**src/rtl/wb_data_reg.sv**
```systemverilog
// Load-data buffer: picks one source channel, applies load extraction to the memory
// channel, and queues {data, error} entries in a small ready/valid FIFO.
module wb_data_reg #(
    parameter int unsigned WIDTH   = 32,
    parameter int unsigned NSRC    = 2,
    parameter int unsigned DEPTH   = 2,
    parameter int unsigned MEM_SRC = 1
) (
    input  logic                          CLK,
    input  logic                          Reset,
    input  logic [$clog2(NSRC)-1:0]       SrcSel,
    input  logic [NSRC*WIDTH-1:0]         SrcData,
    input  logic [2:0]                    LoadMode,
    input  logic [$clog2(WIDTH/8)-1:0]    ByteOff,
    input  logic                          InValid,
    output logic                          InReady,
    output logic                          OutValid,
    input  logic                          OutReady,
    output logic [WIDTH-1:0]              DBOut,
    output logic                          AlignErr,
    output logic [$clog2(DEPTH+1)-1:0]    Count
);
    localparam int unsigned CNT_W = $clog2(DEPTH + 1);
    localparam int unsigned PTR_W = (DEPTH > 1) ? $clog2(DEPTH) : 1;

    typedef enum logic [2:0] {
        LdFull   = 3'b000,
        LdHalfS  = 3'b001,
        LdHalfU  = 3'b010,
        LdByteS  = 3'b011,
        LdByteU  = 3'b100
    } load_mode_e;

    logic [31:0]      sel_idx;
    logic [31:0]      off_idx;
    logic [WIDTH-1:0] src_word;
    logic [15:0]      half_val;
    logic [7:0]       byte_val;
    logic [WIDTH-1:0] ext_data;
    logic             ext_err;

    always_comb begin
        sel_idx  = 32'(SrcSel);
        off_idx  = 32'(ByteOff);
        src_word = '0;
        if (sel_idx < NSRC) begin
            src_word = SrcData[sel_idx*WIDTH +: WIDTH];
        end
        half_val = src_word[16*(off_idx >> 1) +: 16];
        byte_val = src_word[8*off_idx +: 8];
        ext_data = src_word;
        ext_err  = 1'b0;
        if (sel_idx >= NSRC) begin
            ext_data = '0;
            ext_err  = 1'b1;
        end else if (sel_idx == MEM_SRC) begin
            case (load_mode_e'(LoadMode))
                LdFull:  ext_err = (ByteOff != '0);
                LdHalfS: begin
                    ext_data = {{(WIDTH-16){half_val[15]}}, half_val};
                    ext_err  = ByteOff[0];
                end
                LdHalfU: begin
                    ext_data = {{(WIDTH-16){1'b0}}, half_val};
                    ext_err  = ByteOff[0];
                end
                LdByteS: ext_data = {{(WIDTH-8){byte_val[7]}}, byte_val};
                LdByteU: ext_data = {{(WIDTH-8){1'b0}}, byte_val};
                // Reserved encodings fall back to a full-word load flagged as an error.
                default: ext_err = 1'b1;
            endcase
        end
    end

    logic [WIDTH-1:0] data_q [DEPTH];
    logic             err_q  [DEPTH];
    logic [PTR_W-1:0] wr_ptr_q;
    logic [PTR_W-1:0] rd_ptr_q;
    logic [CNT_W-1:0] count_q;
    logic             push;
    logic             pop;

    assign OutValid = (count_q != '0);
    assign InReady  = !Reset && ((32'(count_q) < DEPTH) || OutReady);
    assign push     = InValid && InReady;
    assign pop      = OutValid && OutReady;
    assign DBOut    = OutValid ? data_q[rd_ptr_q] : '0;
    assign AlignErr = OutValid && err_q[rd_ptr_q];
    assign Count    = count_q;

    function automatic logic [PTR_W-1:0] ptr_inc(input logic [PTR_W-1:0] p);
        return (32'(p) == DEPTH - 1) ? '0 : p + PTR_W'(1);
    endfunction

    always_ff @(posedge CLK) begin
        if (Reset) begin
            wr_ptr_q <= '0;
            rd_ptr_q <= '0;
            count_q  <= '0;
        end else begin
            if (push) begin
                data_q[wr_ptr_q] <= ext_data;
                err_q[wr_ptr_q]  <= ext_err;
                wr_ptr_q         <= ptr_inc(wr_ptr_q);
            end
            if (pop) begin
                rd_ptr_q <= ptr_inc(rd_ptr_q);
            end
            if (push && !pop) begin
                count_q <= count_q + CNT_W'(1);
            end else if (pop && !push) begin
                count_q <= count_q - CNT_W'(1);
            end
        end
    end
endmodule

```
**config.mk**
```make
export PLATFORM = sky130hd
export DESIGN_NAME = wb_data_reg
export DESIGN_NICKNAME = d
export VERILOG_FILES = /design/src/rtl/wb_data_reg.sv
export SDC_FILE = /design/constraint.sdc
export NUM_CORES = 1
export LEC_CHECK = 0
export ABC_AREA = 1
export ABC_CLOCK_PERIOD_IN_PS = 6200
export CORE_MARGIN = 8
export CORE_UTILIZATION = 53
export DETAILED_ROUTE_END_ITERATION = 7
export MAX_ROUTING_LAYER = met4
export PLACE_DENSITY = 0.86
export SYNTH_ARGS = -nofsm -noshare
export SYNTH_HDL_FRONTEND = slang
export SYNTH_SLANG_ARGS = --single-unit
```
**constraint.sdc**
```tcl
create_clock -name CLK -period 6.2 [get_ports CLK]
set_clock_uncertainty 0.05 [all_clocks]
set_input_delay 1.55 -clock CLK [delete_from_list [all_inputs] [get_ports CLK]]
set_output_delay 1.55 -clock CLK [all_outputs]
set_load 0.05 [all_outputs]
```
* Word-level counts from Yosys, hierarchy flattened *
Memory sizes are Yosys's and may differ from the RTL's. A register that Yosys moved wholly into a read port is not among the register bits.
Cells that the tools add are included.

word-level totals
  memory bits (writable) = 66
  input port bits = 74
  memories = 2
  output and inout port bits = 37
  word-level logic and storage cells = 49
  register bits = 4

memories
  name    depth  width  read ports  clocked after Yosys merged registers in  wr ports  line  source
  data_q  2      32     1           1                                        1         75    logic [WIDTH-1:0] data_q [DEPTH];
  err_q   2      1      1           1                                        1         76    logic err_q [DEPTH];

cells by class
  equal/unequal tests = 4
  $lt $le $gt $ge = 1
  multiplexer cells = 16
  shift-type cells = 3
  add/sub/neg operators = 4
  reductions and logical operators = 16

operators by type and width
  operator                                                             count
  32-bit case mux with 4 select lines                                  1
  32-bit two-way mux                                                   2
  64-bit by 7-bit indexed part select with 32-bit output               1
  32-bit by 6-bit indexed part select with 16-bit output               1
  32-bit by 6-bit indexed part select with 8-bit output                1
  1-bit two-way mux                                                    10
  3-bit by 2-bit == test with 1-bit output (second input constant)     2
  1-bit logical AND                                                    6
  2-bit nonzero test                                                   3
  2-bit two-way mux                                                    2
  2-bit OR reduction                                                   2
  3-bit by 1-bit == test with 1-bit output (second input constant)     1
  3-bit == test (second input constant)                                1
  1-bit zero test                                                      3
  3-bit zero test                                                      1
  1-bit case mux with 3 select lines                                   1
  1-bit adder (second input constant)                                  2
  2-bit by 1-bit adder with 2-bit output (second input constant)       1
  2-bit < comparator (second input constant)                           1
  2-bit by 1-bit subtractor with 2-bit output (second input constant)  1
  1-bit logical OR                                                     1

* Logic depth before layout (Yosys ltp) *
  depth in word-level cells = 8
  gate-level depth with buffers = 10

* Worst setup path after synthesis *
No wires, ideal clock.

  kind = input to register
  start = input OutReady
  end = memory data_q[1][0] (enable)
  stages on the path = 4
  slack = 1.614 ns
  arrival time = 4.111 ns
  cells stage by stage = inv_1 a21oi_1 nand2_1 nor2_1

on the way
  word-level cells in the longest chain between the ends = 6

RTL lines
  element                                  line  source
  start: declaration                       18    input logic OutReady,
  1-bit logical OR                         84    assign InReady = !Reset && ((32'(count_q) < DEPTH) || OutReady);
  1-bit logical AND                        84
  net InReady                              16    output logic InReady,
  1-bit logical AND                        85    assign push = InValid && InReady;
  1-bit two-way mux                        101   if (push) begin
  1-bit two-way mux                        96    if (Reset) begin
  1-bit two-way mux (implied by the code)  102   data_q[wr_ptr_q] <= ext_data;
  end: declaration                         75

The timed path passes the listed nets, and every way through them passes these cells.

* Worst setup path after layout *
  start = input Reset
  end = output InReady

on the way
  word-level cells in the longest chain between the ends = 2

RTL lines
  element             line  source
  start: declaration  10    input logic Reset,
  1-bit zero test     84
  1-bit logical AND   84
  end: declaration    16

Every way passes these cells.

==> results.sh <==
export IMPL_run_status="complete, no violations"
export IMPL_overflow=0
export IMPL_asyncSetResetFlopFracSynth=0
export IMPL_initial_antenna_violation_count=0
export IMPL_drt_pass1_iterations=5
export IMPL_synth_edf_count=66
export IMPL_post_place_cells=704
export IMPL_final_wtd_congestion=0.9174
export IMPL_dr_first_iter_drc_count=355
export IMPL_setup_tns_ps=0
export IMPL_finalHoldViolations=0
export IMPL_post_synthesis_sequential_area_ratio=0.4933
export IMPL_netlist_instances=514
export IMPL_postRouteWirelength_um=11770
export IMPL_power_frac_seq=0.356
export IMPL_cts_root_buf="sky130_fd_sc_hd__clkbuf_8"
export IMPL_worstHoldPathType="register to register"
export IMPL_yosys_most_used_dff="sky130_fd_sc_hd__edfxtp_1"
export IMPL_antenna_cells_inserted=0
export IMPL_hpwlAfterDp_um=8428
export IMPL_vdd_drop_max_mv=0.1077
export IMPL_worst_setup_path_end_kind="output pin"
export IMPL_power_density_nw_per_um2=292.1
export IMPL_syn_area_um2=4220
export IMPL_path_clk_slew_ps=70
export IMPL_cts_post_setup_buffers_inserted=0
export IMPL_initial_core_util=0.5461
export IMPL_insertion_delay_ps=350
export IMPL_post_synth_top_area_cell="sky130_fd_sc_hd__edfxtp_1"
export IMPL_place_worst_setup_slack_ps=1497
export IMPL_total_power_uw=1612
export IMPL_dpl_instance_area_um2=5299
export IMPL_max_cap_viol_count=0
export IMPL_tightest_slew_ps=1088
export IMPL_grt_max_degree=47
export IMPL_routedWlPerCell_um=16.35
export IMPL_areaGrowthSynthToFinish_pct=30.77
export IMPL_top_cells_by_count_synth="sky130_fd_sc_hd__nand2_1, sky130_fd_sc_hd__edfxtp_1, sky130_fd_sc_hd__nor2_1, sky130_fd_sc_hd__nand3_1, sky130_fd_sc_hd__a21oi_1"
export IMPL_cts_hold_fix_buffers=0
export IMPL_htree_depth=3
export IMPL_post_route_period_util=0.7592
export IMPL_comb_power_share=0.403
export IMPL_first_global_vias=3965
export IMPL_ys_seq_elements=71
export IMPL_ys_warn_count=0
export IMPL_die_w_um=105.2
export IMPL_worstHoldPathCells=2
export IMPL_tritoncts_num_buffers=9
export IMPL_required_arrival_time_at_the_worst_endpoint_ps=4600
export IMPL_io_buffer_count=110
export IMPL_grt_first_pass_wirelength_um=19020
export IMPL_worstRegToRegCells=9
export IMPL_proportion_of_total_power_due_to_net_switching=0.3851
export IMPL_placementRows=32
export IMPL_yosys_cell_types_count=35
export IMPL_max_slew_margin=0.2736
export IMPL_final_cell_count_no_fill=720
export IMPL_worst_endpoint_arrival_ps=3110
export IMPL_global_route_usage_total=0.2210
export IMPL_grt_setup_unrepaired="no"
export IMPL_netlist_area_leader_share=0.4696
export IMPL_via_per_inst=5.526
export IMPL_floorplan_core_area_um2=7727
export IMPL_crit_path_max_fanout=6
export IMPL_numClockSinks=71
export IMPL_vias=3979
export IMPL_cts_tree="built"
export IMPL_syn_num_nets=589
export IMPL_synthMostInstantiatedCell="sky130_fd_sc_hd__nand2_1"
export IMPL_critical_path_slowest_cell="sky130_fd_sc_hd__clkdlybuf4s50_1"
export IMPL_post_synth_cell_area_avg_um2=8.211
export IMPL_final_cell_area_um2=5519
export IMPL_nNetsFinal=688
export IMPL_final_critical_path_setup_slack_ps=1493
export IMPL_route_antenna_remaining_nets=0
export IMPL_clock_power_share=0.241
export IMPL_timing_critical_path_cells="clkdlybuf4s50_1, a21oi_1, clkdlybuf4s50_1"
export IMPL_die_h_um=105.2
export IMPL_report_final_slew_viol_count=0
export IMPL_crit_top_cell="sky130_fd_sc_hd__clkdlybuf4s50_1"
export IMPL_clock_tree_buf_depth=2
export IMPL_p_switching_uw=620.7
export IMPL_startpoint_type="primary input"
export IMPL_synth_area_leaders="sky130_fd_sc_hd__edfxtp_1, sky130_fd_sc_hd__nand2_1, sky130_fd_sc_hd__nand3_1"
export IMPL_fillCellCount=580
export IMPL_post_route_cells_drive_above_1_share=0.1068
export IMPL_die_footprint_um2=11070
export IMPL_power_leakage_uw=0.002283
export IMPL_timing_critical_path_slowest_cell_delay_ps=840
export IMPL_highest_attainable_clock_frequency_mhz=212.5
export IMPL_internal_power_uw=991.2
export IMPL_remaining_drc_errors=0
export IMPL_setup_viol=0
export IMPL_cts_repair_resized=0
export IMPL_path_class="primary input to output pin"
export IMPL_pin_count=111
export IMPL_min_period_ps=4707
==> stage by stage <==
step           utilization  hold slack [ps]
6_report            0.7142            513.7
5_1_grt             0.7142            557.5
4_1_cts             0.7142            515.4
3_5_place_dp        0.6857            495.6
3_3_place_gp        0.6857            479.5
2_1_floorplan            -            464.3
==> layer usage <==
metal / share of wire / wire length (um) / vias up / GRT usage
li1: - / - / 1896 / -
met1: 0.39 / 4549 / 1817 / 0.2603
met2: 0.50 / 5867 / 238 / 0.3602
met5: 0 / 0 / - / -
met4: 0.030 / 354 / 0 / 0.09786
met3: 0.085 / 1003 / 28 / 0.04263
==> layout by cell type (no fill, tap or decap), drive strengths merged <==
cell,Yosys,routed
nand3,44,44
nand2,207,207
clkdlybuf4s50,0,109
o21ai,4,4
or2,10,10
or3,1,1
buf,19,6
inv,27,28
dfxtp,5,5
nor3b,3,3
o21bai,1,1
ha,1,1
a31oi,1,1
clkbuf,8,13
a21boi,7,7
edfxtp,66,66
o211ai,5,5
a21oi,55,55
nor2,49,49
o21a,1,1
clkinv,0,2
==> final timing paths <==
check                              from                    end  slack (ps)
setup / recovery                  Reset                InReady        1490
hold / removal    Count[1]$_SDFFE_PP0P_  Count[1]$_SDFFE_PP0P_         510
setup reg to reg  Count[1]$_SDFFE_PP0P_  Count[1]$_SDFFE_PP0P_        4290
hold reg to reg   Count[1]$_SDFFE_PP0P_  Count[1]$_SDFFE_PP0P_         510
==> layout make-up <==
type,instances,area (um2),share of cell area
Clock buffer,13,201.4,0.03650
Clock inverter,3,18.77,0.003401
Inverter,27,103.9,0.01882
Multi-Input combinational cell,389,1852,0.3355
Sequential cell,71,2082,0.3772
Tap cell,102,127.6,0.02312
Timing Repair Buffer,115,1134,0.2054
==> kinds of logic (layout without fill, tap and decap cells) <==
logic type	count (synthesis)	count (layout)	synth area share
fa+ha+maj	1	1	0.002964
compound gates	74	74	0.1097
simple gates	314	314	0.3243
flops	71	71	0.4933
buf+inv	54	158	0.06967
==> power groups by stage <==
stage,registers [uW],clock network (uW),logic (uW)
after floorplan,593,0,416
after global placement,583,0,634
after detailed placement,585,0,647
after CTS,574,389,649
after global routing,577,415,693
final,574,389,649
==> worst max-delay path: cells and delay by family <==
family | cells | cell delay (ps)
AO/OA/AOI/OAI | 1 | 220
buffers and inverters | 2 | 1340
==> state kept, by name (all words and copies together) (netlist names), named ones only <==
name and cells:
data_q 64, Count 2, wr_ptr_q 1, err_q 2
rd_ptr_q 1
Note: power is estimated with default switching activity, not from simulation.
